**src/rtl/fb_byte_loader.sv**
```systemverilog
// fb_byte_loader
// Framebuffer write front-end. Decodes bytes from the UART receiver into
// pixel writes for the 180x180 2-bit framebuffer RAM array.
//   PIXEL (1xpppppp): three 2-bit pixels written at ptr, ptr+1, ptr+2
//   HOME  (00xxxxxx): ptr <= 0, no write
//   FILL  (01xxxxcc): colour cc written to every address, then ptr <= 0
// Ports:
//   pll_clk   clock
//   i_nrst    asynchronous active-low reset
//   i_valid   one-cycle strobe, i_data holds a received byte
//   i_data    received byte
//   o_we      pixel write enable
//   o_waddr   pixel address (next write address while o_we is low)
//   o_wdata   pixel value
//   o_ack     one-cycle pulse, byte accepted (echo trigger)
//   o_drop    one-cycle pulse, byte discarded while busy
//   o_busy    high while unpacking or filling
//   dbg_state current FSM state (0 idle, 1 unpack, 2 fill)
// Handshake: i_valid has no back-pressure. A strobe seen while the FSM is
// not idle is discarded and answered with o_drop; a strobe seen in idle is
// always accepted and answered with o_ack on the following cycle.
module fb_byte_loader #(
  parameter int NPIX = 32400,
  parameter int AW   = 15
) (
  input  logic          pll_clk,
  input  logic          i_nrst,
  input  logic          i_valid,
  input  logic [7:0]    i_data,
  output logic          o_we,
  output logic [AW-1:0] o_waddr,
  output logic [1:0]    o_wdata,
  output logic          o_ack,
  output logic          o_drop,
  output logic          o_busy,
  output logic [1:0]    dbg_state
);

  typedef enum logic [1:0] {
    S_IDLE   = 2'd0,
    S_UNPACK = 2'd1,
    S_FILL   = 2'd2
  } state_t;

  localparam logic [AW-1:0] LAST_ADDR = AW'(NPIX - 1);

  state_t        state_q, state_d;
  logic [AW-1:0] ptr_q, ptr_d;
  logic [1:0]    rem_q, rem_d;     // pixels still to write in UNPACK
  logic [3:0]    pix_q, pix_d;     // p1/p2 waiting to be written
  logic          we_d, ack_d, drop_d, busy_d;
  logic [AW-1:0] waddr_d;
  logic [1:0]    wdata_d;

  // Pointer increment with wrap at the last framebuffer address.
  function automatic logic [AW-1:0] inc_addr(input logic [AW-1:0] a);
    return (a == LAST_ADDR) ? '0 : a + AW'(1);
  endfunction

  always_ff @(posedge pll_clk or negedge i_nrst) begin
    if (!i_nrst) begin
      state_q <= S_IDLE;
      ptr_q   <= '0;
      rem_q   <= '0;
      pix_q   <= '0;
      o_we    <= 1'b0;
      o_waddr <= '0;
      o_wdata <= '0;
      o_ack   <= 1'b0;
      o_drop  <= 1'b0;
      o_busy  <= 1'b0;
    end else begin
      state_q <= state_d;
      ptr_q   <= ptr_d;
      rem_q   <= rem_d;
      pix_q   <= pix_d;
      o_we    <= we_d;
      o_waddr <= waddr_d;
      o_wdata <= wdata_d;
      o_ack   <= ack_d;
      o_drop  <= drop_d;
      o_busy  <= busy_d;
    end
  end

  always_comb begin
    state_d = state_q;
    ptr_d   = ptr_q;
    rem_d   = rem_q;
    pix_d   = pix_q;
    we_d    = 1'b0;
    waddr_d = o_waddr;
    wdata_d = o_wdata;
    ack_d   = 1'b0;
    drop_d  = 1'b0;
    busy_d  = o_busy;

    unique case (state_q)
      S_IDLE: begin
        busy_d = 1'b0;
        if (i_valid) begin
          ack_d = 1'b1;
          if (i_data[7]) begin
            // First pixel goes out right away; p1/p2 are parked in pix.
            we_d    = 1'b1;
            waddr_d = ptr_q;
            wdata_d = i_data[1:0];
            pix_d   = i_data[5:2];
            ptr_d   = inc_addr(ptr_q);
            rem_d   = 2'd2;
            busy_d  = 1'b1;
            state_d = S_UNPACK;
          end else if (!i_data[6]) begin
            ptr_d   = '0;
            waddr_d = '0;
          end else begin
            // The fill walks o_waddr itself; ptr is reset when it ends.
            we_d    = 1'b1;
            waddr_d = '0;
            wdata_d = i_data[1:0];
            busy_d  = 1'b1;
            state_d = S_FILL;
          end
        end
      end

      S_UNPACK: begin
        drop_d = i_valid;
        if (rem_q != 2'd0) begin
          we_d    = 1'b1;
          waddr_d = ptr_q;
          wdata_d = pix_q[1:0];
          pix_d   = {2'b00, pix_q[3:2]};
          ptr_d   = inc_addr(ptr_q);
          rem_d   = rem_q - 2'd1;
        end else begin
          // Last write was shown last cycle; present the next address.
          waddr_d = ptr_q;
          busy_d  = 1'b0;
          state_d = S_IDLE;
        end
      end

      S_FILL: begin
        drop_d = i_valid;
        if (o_waddr == LAST_ADDR) begin
          waddr_d = '0;
          ptr_d   = '0;
          busy_d  = 1'b0;
          state_d = S_IDLE;
        end else begin
          we_d    = 1'b1;
          waddr_d = o_waddr + AW'(1);
        end
      end

      default: begin
        busy_d  = 1'b0;
        state_d = S_IDLE;
      end
    endcase
  end

  assign dbg_state = state_q;

endmodule

```
**config.mk**
```make
export PLATFORM = sky130hd
export DESIGN_NAME = fb_byte_loader
export DESIGN_NICKNAME = d
export VERILOG_FILES = /design/src/rtl/fb_byte_loader.sv
export SDC_FILE = /design/constraint.sdc
export NUM_CORES = 1
export LEC_CHECK = 0
export BUFFER_PORTS_ARGS = -buffer_cell sky130_fd_sc_hd__buf_2
export CORE_AREA = 2 2 58 101
export DETAILED_ROUTE_END_ITERATION = 16
export DIE_AREA = 0 0 60 103
export GPL_TIMING_DRIVEN = 1
export PLACE_DENSITY = 0.79
export SLEW_MARGIN = 0
export SYNTH_ARGS = -nofsm -noshare
export SYNTH_HDL_FRONTEND = slang
export SYNTH_SLANG_ARGS = --single-unit
```
**constraint.sdc**
```tcl
create_clock -name pll_clk -period 2.1 [get_ports pll_clk]
set_input_delay 0.21 -clock pll_clk [delete_from_list [all_inputs] [get_ports pll_clk]]
set_output_delay 0.21 -clock pll_clk [all_outputs]
set_load 0.02 [all_outputs]
```
==> out/metrics.yaml, run 1 <==
setup_path:
  cp-start-kind: "register"
  critPathCaptureType: "register"
  rr_startpoint: "o_waddr[0]"
  worstPathMaxFanout: 6
  cp.arrival_ns: 2.28
  reg2reg_to: "o_waddr[5]"
  r2r_setup_slack_ns: 0.07
  r2r_cells: 6
  worstSetupPathType: "reg -> reg"
  crit_required_ns: 2.35
cts:
  clk_latency_ns: 0.32
  cts-buffers-inserted: 5
  clock-root-buffer: "clkbuf_8"
  cts.reportedPaths.clkPinSlew_ns: 0.09
  cts_tree: "done"
  cts_sinks: 44
  clock_path_buffers: 2
  htreeDepth: 2
synth:
  synth.avg_cell_area_um2: 8.95
  post-synth-top-area-cell: "dfrtp_1"
  synth_top_area_share: 0.424
  yosysSeqAreaShare: 0.424
  synth_cells: 290
  synthFlopType: "dfrtp_1"
  synth.distinct_cells: 51
  synth_area_leaders: "dfrtp_1, o21ai_0, mux2i_1"
  synth.most_common_cell: "dfrtp_1"
  yosysWarnings: 0
  synth_nets: 308
  synth-async-reset-ratio: 1.00
  synth_edf_count: 0
  synth.top_cells.by_count: "dfrtp_1, o21ai_0, nor2_1"
  synth_area_um2: 2590
  synth.ff_latch_count: 44
detailed_routing:
  drc: 0
  wire_per_inst_um: 17.3
  wirelength_um: 7580
  num_vias: 2656
  via_per_inst: 6.05
  drtIter0Drc: 158
  ant_nets: 0
  drtPass1Iterations: 4
layout:
  finalNetCount: 380
  drive_gt1_frac: 0.270
  n_antenna_cell: 0
  layout.cells.non_filler: 439
  fill_cells: 474
  area_growth_pct: 25.4
  fin_util: 0.597
global_routing:
  grt_pass1_vias: 2644
  overflow: 0
  antenna_found_initial: 0
  grt_max_degree: 23
  grtUsageTotal: 0.264
  grt_pass1_wl_um: 12300
place:
  hpwlAfterDp_um: 5770
  place_inst: 430
  io_buffers: 33
  gp_congestion: 1.02
sta:
  maxSlewHeadroom: 0.507
  maxSlewViolCount: 0
  finalCritPeriodShare: 0.965
  min_period_ns: 2.03
  rsz0062_at_grt: "true"
  finalSetupViolCount: 0
  skew_ns: 0.00932
  hold_viol_final: 0
  tightestPinTransition_ns: 0.733
  fmax_ghz: 0.493
power:
  power.leakage_nw: 1.46
  power_density_nw_per_um2: 1130
  p_total_mw: 3.67
  peakVddDrop_mv: 0.477
worst_hold_path:
  hold_end: "pix_q[3]"
  whs_path_depth: 3
  min-delay-start: "i_data[5]"
  hp-class: "in -> reg"
die:
  coreArea_um2: 5450
  die_area_um2: 6180
  row_count: 36
  die_width_um: 60
  die_h_um: 103
  start_util: 0.476
  ios: 34
job:
  max_cap_violations: 0
run_status:
  outcome: "finished, final reports clean"
## layout make-up
type / count / area, µm² / area share
clock buffer: 5 / 68.8 / 0.0212
clock inverter: 3 / 42.5 / 0.0131
inverter: 17 / 63.8 / 0.0196
multi-input combinational: 218 / 1390 / 0.426
sequential: 44 / 1110 / 0.340
tap: 76 / 95.1 / 0.0292
timing repair buffer: 76 / 490 / 0.151
## critical path: stages (launching register included)
cell and delay, ns:
dfrtp_2 0.43, ha_2 0.21, and4b_1 0.20, and4_1 0.23
or2_1 0.34, o41ai_2 0.37, a22o_1 0.19
## report_power, final
group          internal (mW)  switching [mW]  total, mW  leakage [nW]
clock network          0.352           0.317      0.670        0.0541
logic                  0.739            1.14       1.87         0.826
registers               1.02           0.102       1.12         0.579
total                   2.11            1.55       3.67          1.46
## flip-flops by register name, summed over array words and instances (netlist names)
signal,count
o_drop,1
dbg_state,2
ptr_q,15
o_we,1
rem_q,2
o_waddr,15
pix_q,4
o_ack,1
o_wdata,2
o_busy,1
## cells in the final DEF, fill, tap and decap left out, types with 2 or more instances in the layout
cell type / netlist / layout
o311ai_0: 3 / 3
a32oi_1: 2 / 2
buf_2: 3 / 33
nand4_1: 8 / 8
dfrtp_2: 0 / 4
a221oi_1: 2 / 2
dfrtp_1: 44 / 40
buf_4: 1 / 42
and2_1: 3 / 3
nor2_1: 24 / 24
ha_1: 7 / 5
nor3_1: 14 / 14
or4bb_1: 2 / 2
o31ai_1: 4 / 4
a21oi_1: 12 / 12
and3_1: 3 / 3
mux2i_1: 9 / 8
clkbuf_8: 0 / 5
a31oi_1: 2 / 2
a22oi_1: 6 / 6
o41ai_1: 4 / 4
and4b_1: 2 / 2
inv_1: 17 / 17
ha_2: 0 / 2
a22o_1: 2 / 2
nand3_1: 16 / 15
a211oi_1: 4 / 4
nand2_1: 23 / 23
o21ai_1: 9 / 9
o21ai_0: 30 / 30
or2_1: 1 / 2
nor3b_1: 3 / 3
nor4_1: 3 / 3
## worst max-delay path by stage
stage	end	startpoint
floorplan	ptr_q[7]	dbg_state[0]
global placement	ptr_q[9]	dbg_state[0]
detailed placement	o_waddr[3]	dbg_state[1]
CTS	o_waddr[3]	dbg_state[1]
global route	o_waddr[5]	o_waddr[0]
finish	o_waddr[5]	o_waddr[0]
## layer usage
layer | up-vias | track usage | wire, µm
li1 | 1228 | - | -
met1 | 1284 | 0.260 | 2700
met2 | 112 | 0.499 | 4200
met3 | 32 | 0.0339 | 357
met4 | 0 | 0.159 | 329
met5 | - | 0 | 0
## per-stage QoR
step,TNS [ns],instance area [µm²],hold WS [ns],setup slack [ns]
2_1_floorplan,0,2610,-0.0856,0.0214
3_3_place_gp,0,3120,0.194,0.135
3_5_place_dp,0,3120,0.203,0.102
4_1_cts,0,3240,0.133,0.0413
5_1_grt,-0.00955,3250,0.153,-0.00955
6_report,0,3250,0.130,0.0735
## cell families (layout without fill, tap and decap cells)
family / after synthesis / count (layout) / share of synthesized area
AOI/OAI and AO/OA: 89 / 89 / 0.218
adders and majority gates: 7 / 7 / 0.0337
buffers and inverters: 28 / 101 / 0.0492
DFF: 44 / 44 / 0.424
muxes: 10 / 10 / 0.0391
and+or+nand+nor: 112 / 112 / 0.236
## repair_timing
item | in CTS | in global routing
setup endpoints to repair | 0 | 8
hold buffers | 1 | 0
buffers inserted | 0 | 0
resized for setup | 0 | 4
hold endpoints to repair | 20 | 0
(Power assumes the default switching activity.)
==> run 2: changes to the inputs <==
--- a/config.mk
+++ b/config.mk
@@ -10,7 +10,7 @@
 export DETAILED_ROUTE_END_ITERATION = 16
 export DIE_AREA = 0 0 60 103
 export GPL_TIMING_DRIVEN = 1
-export PLACE_DENSITY = 0.79
+export PLACE_DENSITY = 0.71
 export SLEW_MARGIN = 0
 export SYNTH_ARGS = -nofsm -noshare
 export SYNTH_HDL_FRONTEND = slang
==> constraint.sdc (replaced) <==
create_clock -name pll_clk -period 1.8 [get_ports pll_clk]
set_input_delay 0.18 -clock pll_clk [delete_from_list [all_inputs] [get_ports pll_clk]]
set_output_delay 0.18 -clock pll_clk [all_outputs]
set_load 0.02 [all_outputs]
==> run 2 against run 1 <==
Against the previous run: the flow now finishes with violations (setup timing); cell count rose by 8.7%; clock skew fell by 0.0027 ns; clock power rose by 18%; maximum frequency rose by 6.8%; power rose by 37%; non-clock buffer count rose by 37; design area rose by 18%; critical path depth rose by 1; critical endpoint is now ptr_q[11].
==> out/metrics.yaml, run 2 (same netlist as run 1, synthesis figures left out) <==
detailed_routing:
  drtIter0Drc: 186  # +18%
  via_per_inst: 5.93  # -1.9%
  drc: 0  # unchanged
  num_vias: 2830  # +6.6%
  wirelength_um: 8430  # +11%
  ant_nets: 0  # unchanged
  drtPass1Iterations: 4  # unchanged
  wire_per_inst_um: 17.7  # +2.3%
place:
  io_buffers: 33  # unchanged
  gp_congestion: 0.920  # -9.9%
  hpwlAfterDp_um: 5970  # +3.4%
cts:
  clock-root-buffer: "clkbuf_8"
  cts.reportedPaths.clkPinSlew_ns: 0.09  # about the same
  clk_latency_ns: 0.32  # about the same
  clock_path_buffers: 2  # unchanged
  cts-buffers-inserted: 5  # unchanged
  cts_sinks: 44  # unchanged
  cts_tree: "done"
  htreeDepth: 2  # unchanged
die:
  coreArea_um2: 5450  # unchanged
  row_count: 36  # unchanged
  die_h_um: 103  # unchanged
  die_area_um2: 6180  # unchanged
  ios: 34  # unchanged
  die_width_um: 60  # unchanged
  start_util: 0.476  # unchanged
sta:
  skew_ns: 0.00661  # -0.00271 ns
  rsz0062_at_grt: "true"
  maxSlewHeadroom: 0.706  # +0.199
  finalCritPeriodShare: 1.05  # +0.0887
  min_period_ns: 1.90  # -0.130 ns
  worst_slack_ns: -0.0967  # -0.170 ns
  maxSlewViolCount: 0  # unchanged
  fmax_ghz: 0.527  # +6.8%
  whs_ns: 0.0906  # -0.0395 ns
  tightestPinTransition_ns: 0.440  # -0.293 ns
  hold_viol_final: 0  # unchanged
  finalSetupViolCount: 12  # +12
worst_hold_path:
  hold_end: "pix_q[3]"
  hp-class: "in -> reg"
  min-delay-start: "i_data[5]"
  whs_path_depth: 3  # unchanged
setup_path:
  crit_required_ns: 2.00  # -0.35 ns
  cp.arrival_ns: 2.10  # -0.18 ns
  r2r_cells: 7  # +1
  cp-start-kind: "register"
  r2r_setup_slack_ns: -0.1  # -0.17 ns
  reg2reg_to: "ptr_q[11]"
  worstPathMaxFanout: 4  # -2
  worstSetupPathType: "reg -> reg"
  critPathCaptureType: "register"
  rr_startpoint: "ptr_q[8]"
global_routing:
  grt_pass1_wl_um: 12300  # about the same
  grt_pass1_vias: 2601  # -1.6%
  antenna_found_initial: 0  # unchanged
  overflow: 0  # unchanged
  grtUsageTotal: 0.272  # +0.00749
  grt_max_degree: 23  # unchanged
layout:
  drive_gt1_frac: 0.436  # +0.166
  n_antenna_cell: 0  # unchanged
  final_cell_mix: "buf_4, dfrtp_1, buf_2, nand2_1, nor2_1"
  reg_top3: "o_waddr (15), ptr_q (15), pix_q (4)"
  finalNetCount: 418  # +10%
  mostFrequentLayoutCell: "buf_4"
  fill_cells: 420  # -11%
  fin_util: 0.702  # +0.106
  area_growth_pct: 47.5
job:
  max_cap_violations: 0  # unchanged
run_status:
  outcome: "finished with violations"
  violations: "setup timing"
power:
  power_density_nw_per_um2: 1320  # +17%
  peakVddDrop_mv: 0.779  # +63%
  power.leakage_nw: 1.73  # +18%
  p_total_mw: 5.04  # +37%
## run 2: cell types whose count changed in the layout (fill, tap and decap cells not counted), sizes merged
| cell | change |
|---|---|
| buf | +37 |
| nand2 | +1 |
## run 2: power breakdown
| part | leakage, nW | internal (mW) | switching (mW) |
|---|---|---|---|
| Combinational | 1.09 | 1.28 | 1.67 |
| Sequential | 0.579 | 1.19 | 0.109 |
| Clock | 0.0541 | 0.411 | 0.377 |
| Total | 1.73 | 2.88 | 2.16 |
## run 2: worst max-delay path: stages (launching register included)
cell and delay (ns):
dfrtp_1 0.40, or4bb_4 0.53, nor4_4 0.24, buf_4 0.17, nor4b_4 0.05, buf_4 0.17
a31oi_1 0.13, a21oi_1 0.08
## run 2: through the flow
stage / cell area (µm²) / TNS (ns) / instances / worst slack, ns
detailed placement: 3390 / -2.66 / 456 / -0.189
floorplan: 2700 / -1.43 / 290 / -0.136
global route: 3830 / -1.87 / 477 / -0.178
CTS: 3610 / -0.530 / 469 / -0.0867
global placement: 3390 / -1.82 / 456 / -0.175
finish: 3830 / -0.636 / 477 / -0.0967
## run 2: final cells by class
type / instances / area (µm²) / share of cell area
clock inverter: 3 / 42.5 / 0.0111
timing repair buffer: 113 / 787 / 0.206
clock buffer: 5 / 68.8 / 0.0180
sequential: 44 / 1110 / 0.289
multi-input combinational: 219 / 1660 / 0.434
tap: 76 / 95.1 / 0.0248
inverter: 17 / 66.3 / 0.0173
## run 2: repair_timing
item / in CTS / in global routing
setup endpoints to repair: 34 / 33
gates resized for setup: 23 / 43
endpoints found under the hold margin: 10 / 0
setup buffers: 3 / 9
pin swaps: 4 / 8
gates cloned: 1 / 1
hold buffers: 1 / 0
## run 2: metal layers
metal / GRT usage / wire (µm) / vias up
li1: - / - / 1308
met4: 0.144 / 468 / 0
met2: 0.526 / 4760 / 126
met1: 0.259 / 2790 / 1358
met3: 0.0439 / 402 / 38
met5: 0 / 0 / -
## run 2: worst max-delay path by stage
stage / startpoint / end / slack [ns] / cells past startpoint
after floorplan: dbg_state[0] / ptr_q[6] / -0.14 / 8
after global placement: dbg_state[0] / o_waddr[3] / -0.18 / 7
after detailed placement: dbg_state[0] / o_waddr[3] / -0.19 / 7
after CTS: ptr_q[6] / ptr_q[11] / -0.09 / 7
after global routing: dbg_state[1] / ptr_q[9] / -0.18 / 7
final: ptr_q[8] / ptr_q[11] / -0.1 / 7
